`config.mk`:
```
export PLATFORM = sky130hd
export DESIGN_NAME = regfile_port_sequencer
export DESIGN_NICKNAME = d
export VERILOG_FILES = /design/src/rtl/regfile_port_sequencer.sv
export SDC_FILE = /design/constraint.sdc
export NUM_CORES = 1
export LEC_CHECK = 0
export ABC_AREA = 1
export CORE_AREA = 5 5 157 159
export DETAILED_ROUTE_END_ITERATION = 10
export DIE_AREA = 0 0 162 164
export GPL_TIMING_DRIVEN = 0
export HOLD_SLACK_MARGIN = 0.02
export PLACE_DENSITY_LB_ADDON = 0.12
export SLEW_MARGIN = 10
export SYNTH_ARGS = -nofsm -noshare
export SYNTH_HDL_FRONTEND = slang
export SYNTH_SLANG_ARGS = --single-unit
```
`constraint.sdc`:
```
create_clock -name clk -period 2.2 [get_ports clk]
set_input_delay 0.33 -clock clk [delete_from_list [all_inputs] [get_ports clk]]
set_output_delay 0.33 -clock clk [all_outputs]
set_load 0.01 [all_outputs]
```
`src/rtl/regfile_port_sequencer.sv`:
```
// regfile_port_sequencer
//   Arbitrates the single command port of the register file between decode
//   (two-operand fetch) and writeback (one register write). It issues the
//   two operand reads back to back, collects the data, and holds the pair on
//   a valid/ready response interface. Held operands stay coherent with any
//   writebacks accepted while the response is pending.
//
// Ports
//   clk, rst                  clock, synchronous active-high reset
//   req_valid/req_ready       operand fetch handshake, req_rs / req_rt indices
//   rsp_valid/rsp_ready       operand response handshake, rsp_a / rsp_b data
//   wb_valid/wb_ready         writeback handshake, wb_addr / wb_data
//   rf_ctrl                   00 idle, 10 read, 11 write
//   rf_in_1                   write data (0 unless writing)
//   rf_in_2                   zero-extended register index (0 when idle)
//   rf_out_1                  read data, valid the cycle after a read command
module regfile_port_sequencer #(
    parameter int DATA_W = 64,
    parameter int ADDR_W = 5
) (
    input  logic              clk,
    input  logic              rst,
    input  logic              req_valid,
    output logic              req_ready,
    input  logic [ADDR_W-1:0] req_rs,
    input  logic [ADDR_W-1:0] req_rt,
    output logic              rsp_valid,
    input  logic              rsp_ready,
    output logic [DATA_W-1:0] rsp_a,
    output logic [DATA_W-1:0] rsp_b,
    input  logic              wb_valid,
    output logic              wb_ready,
    input  logic [ADDR_W-1:0] wb_addr,
    input  logic [DATA_W-1:0] wb_data,
    output logic [1:0]        rf_ctrl,
    output logic [DATA_W-1:0] rf_in_1,
    output logic [DATA_W-1:0] rf_in_2,
    input  logic [DATA_W-1:0] rf_out_1
);

    localparam logic [1:0] S_IDLE  = 2'd0;
    localparam logic [1:0] S_RD_B  = 2'd1;
    localparam logic [1:0] S_CAP_B = 2'd2;
    localparam logic [1:0] S_OUT   = 2'd3;

    localparam logic [1:0] CMD_IDLE  = 2'b00;
    localparam logic [1:0] CMD_READ  = 2'b10;
    localparam logic [1:0] CMD_WRITE = 2'b11;

    logic [1:0]        state_q, state_d;
    logic [ADDR_W-1:0] rs_q, rs_d;
    logic [ADDR_W-1:0] rt_q, rt_d;
    logic [DATA_W-1:0] rsp_a_q, rsp_a_d;
    logic [DATA_W-1:0] rsp_b_q, rsp_b_d;

    function automatic logic [DATA_W-1:0] zext(input logic [ADDR_W-1:0] a);
        return {{(DATA_W-ADDR_W){1'b0}}, a};
    endfunction

    always_comb begin
        state_d   = state_q;
        rs_d      = rs_q;
        rt_d      = rt_q;
        rsp_a_d   = rsp_a_q;
        rsp_b_d   = rsp_b_q;
        req_ready = 1'b0;
        wb_ready  = 1'b0;
        rsp_valid = 1'b0;
        rf_ctrl   = CMD_IDLE;
        rf_in_1   = '0;
        rf_in_2   = '0;

        case (state_q)
            S_IDLE: begin
                wb_ready  = 1'b1;
                req_ready = !wb_valid;   // writeback wins the port
                if (wb_valid) begin
                    rf_ctrl = CMD_WRITE;
                    rf_in_1 = wb_data;
                    rf_in_2 = zext(wb_addr);
                end else if (req_valid) begin
                    rs_d    = req_rs;
                    rt_d    = req_rt;
                    rf_ctrl = CMD_READ;
                    rf_in_2 = zext(req_rs);
                    state_d = S_RD_B;
                end
            end
            S_RD_B: begin
                rsp_a_d = rf_out_1;
                rf_ctrl = CMD_READ;
                rf_in_2 = zext(rt_q);
                state_d = S_CAP_B;
            end
            S_CAP_B: begin
                rsp_b_d = rf_out_1;
                state_d = S_OUT;
            end
            default: begin  // S_OUT
                wb_ready = 1'b1;
                if (wb_valid) begin
                    // Write is ordered ahead of the pending response, so the
                    // held operands are patched and the response is withheld
                    // for this cycle.
                    rf_ctrl = CMD_WRITE;
                    rf_in_1 = wb_data;
                    rf_in_2 = zext(wb_addr);
                    if (wb_addr == rs_q) rsp_a_d = wb_data;
                    if (wb_addr == rt_q) rsp_b_d = wb_data;
                end else begin
                    rsp_valid = 1'b1;
                    if (rsp_ready) state_d = S_IDLE;
                end
            end
        endcase

        // A reset cycle abandons any sequence and must not touch the file.
        if (rst) begin
            req_ready = 1'b0;
            wb_ready  = 1'b0;
            rsp_valid = 1'b0;
            rf_ctrl   = CMD_IDLE;
            rf_in_1   = '0;
            rf_in_2   = '0;
        end
    end

    always_ff @(posedge clk) begin
        if (rst) begin
            state_q <= S_IDLE;
            rs_q    <= '0;
            rt_q    <= '0;
            rsp_a_q <= '0;
            rsp_b_q <= '0;
        end else begin
            state_q <= state_d;
            rs_q    <= rs_d;
            rt_q    <= rt_d;
            rsp_a_q <= rsp_a_d;
            rsp_b_q <= rsp_b_d;
        end
    end

    assign rsp_a = rsp_a_q;
    assign rsp_b = rsp_b_q;

endmodule
```
==> results.ini <==
[setup_path]
cpMostUsedCell = nor2_4
critPathMaxFanout = 7
worstPathArrival_ps = 1920
slowest_delay_ps = 340
path_cells = inv_2 > ha_4 > nor2_4 > nand2_8 > buf_12 > clkbuf_16 > nor2_4 > buf_6
path_class = reg2out
startpoint_type = register
crit_slowest_cell = dfxtp_2
end_kind = output port
required_ps = 1870

[yosys]
synth-compound-area-share = 0.179
synth_xor_area_frac = 0
synth_simple_gate_area_frac = 0.309
ys_warn_count = 0
avgSynthCellArea_um2 = 6.29
synth-seq-cells = 140
synth_cell_types = 20
synth_top_family_by_area = simple AND/OR/NAND/NOR gates
netlist_instances = 1339
synth.area.mux_share = 0
syn-cell-area_um2 = 8420
synthAdderAreaFrac = 0.00594
synth_seq_area_share = 0.333

[route]
num_vias = 10191
antenna_left = 0
wl_met2_mm = 16.8
wirelength_met1_mm = 14.1
drt_wl_total_mm = 34.6
highest_layer = met5
drt_iter0_drc = 568
dr.pass1.iters = 5
routed_via_density = 4.89
drc = 0
routedWlPerCell_um = 16.6
wl_met3_mm = 2.82

[clock_tree]
cts_max_level = 4
clock_latency_ps = 420
clockRootBuffer = clkbuf_16
cts_sinks = 140
cts_buffers = 17
cts_tree = yes
hold_buffers = 0
cts.path.max_buffers = 2
clk_pin_slew_ps = 60

[place]
port_buffers = 348
place_congestion = 0.869
dp_hpwl_mm = 26.6

[power_and_ir_drop]
vdd_drop_max_mv = 0.470
p_sw_w = 0.00596
combinationalPowerShare = 0.550
leakage_nw = 6.07
internal_power_w = 0.00798
power_frac_seq = 0.242
powerDensity_nw_per_um2 = 1030
clkPwrFrac = 0.208
switching_share = 0.428

[layout]
drive_above_1_share = 0.184
most-common-layout-cells = 293 x nor2_1, 274 x clkdlybuf4s50_1, 254 x a21oi_1
layout.nets = 1934
multi_input_area_um2 = 4680
layout_commonest_cell = nor2_1
seq_area_um2 = 2810
fillers = 2258
antenna_cells = 0
area_growth_pct = 60.4

[hold_path]
hp-class = reg2reg

[global_route]
grt_pass1_vias = 9492
grt_max_degree = 17
grt_overflow_total = 0
grt_pass1_wl_mm = 51.4
grt_use_total = 0.243
antenna_found_initial = 1

[sta]
skew_ps = 17.3
fmax_ghz = 0.445
rsz0062_at_grt = yes
fin_hold_ws_ps = 481
setup-violations-final = 26
timing.setup.tns_ps = -561
min_period_ps = 2250
hold_violations = 0
fin_ws_ps = -46.2
slew_headroom = 0.530
worst_pin_slew_ps = 704
slew_viol_final = 0
timing.final.crit_share = 1.02

[die]
core_region_area_um2 = 23100
rows = 56
die_w_um = 162
ios = 409
dieHeight_um = 164
dieArea_um2 = 26600
start_util = 0.364

[status]
status = finished with violations
violations = negative setup slack

[job]
max_cap_viol_count = 0

==> synthesized netlist by cell type <==
master / number / share of area
buf_1: 2 / 0.00089
inv_2: 4 / 0.0018
nor2_1: 336 / 0.15
nand2_2: 1 / 0.00074
inv_1: 86 / 0.038
nand2_1: 171 / 0.076
buf_8: 2 / 0.0036
conb_1: 1 / 0.00045
buf_2: 43 / 0.026
a21oi_1: 255 / 0.15
clkbuf_1: 36 / 0.016
nand3_1: 137 / 0.081
buf_6: 25 / 0.033
nor3_1: 1 / 0.00059
a21oi_2: 14 / 0.015
dfxtp_1: 140 / 0.33
ha_1: 4 / 0.0059
a31oi_1: 1 / 0.00074
buf_4: 60 / 0.053
o21ai_0: 20 / 0.012
==> state kept, by name (all words and copies together), names as in the netlist <==
signal,count
rsp_a,64
rsp_b,64
rs_q,5
rt_q,5
state_q,2
==> metal layers <==
| layer | global-route usage | vias to the layer above |
|---|---|---|
| met3 | 0.0610 | 49 |
| met1 | 0.295 | 4635 |
| met2 | 0.427 | 436 |
| li1 | - | 5069 |
| met5 | 0 | - |
| met4 | 0.0730 | 2 |
==> worst max-delay path, delay by kind of cell (launching register included) <==
kind	cells	cell delay, ps
buffers and inverters	4	510
and+or+nand+nor	3	390
DFF	1	340
adders and majority gates	1	240
==> final timing paths <==
| check | start | end | slack (ps) | depth (start not counted) |
|---|---|---|---|---|
| worst min register to register | rsp_a[32] | rsp_a[32] | 480 | 2 |
| worst min-delay path | rsp_a[32] | rsp_a[32] | 480 | 2 |
| worst max register to register | state_q[1] | rsp_b[23] | 190 | 9 |
| worst max-delay path | state_q[0] | rf_in_1[12] | -50 | 8 |
==> cell type report <==
class                           instances  area share
Timing Repair Buffer                  368       0.261
Inverter                               90      0.0254
Multi-Input combinational cell        999       0.347
Sequential cell                       140       0.208
Clock buffer                           20      0.0323
Buffer                                166      0.0895
Tap cell                              290      0.0269
Clock inverter                         12      0.0103
==> power groups by stage <==
stage	logic (W)	clock network, W	registers [W]
floorplan	0.00407	0	0.00362
global route	0.00835	0.00303	0.00344
detailed placement	0.00720	0	0.00342
finish	0.00767	0.00290	0.00337
CTS	0.00744	0.00292	0.00337
global placement	0.00716	0	0.00340
==> through the flow <==
step	total power, W	setup slack [ps]	util	instance area, um^2	std cells
4_1_cts	0.0137	-58.7	0.571	13200	2080
2_1_floorplan	0.00769	338	-	8640	1397
5_1_grt	0.0148	-99.6	0.584	13500	2085
6_report	0.0139	-46.2	0.584	13500	2085
3_3_place_gp	0.0106	-1090	0.540	12500	2035
3_5_place_dp	0.0106	-1060	0.540	12500	2035
==> logic make-up (layout without fill, tap and decap cells) <==
family	after synthesis	count (layout)
buf+inv	258	656
simple gates	646	646
compound gates	290	290
fa+ha+maj	4	4
other cells	1	59
flops	140	140
==> timing repair <==
item                                    4_1_cts  5_1_grt
gates resized for setup                     332       96
pin swaps                                     5        5
buffers inserted                             13        4
endpoints found under the setup margin       74       70
cloned                                        2        2
Power figures use the tool's default switching activity.
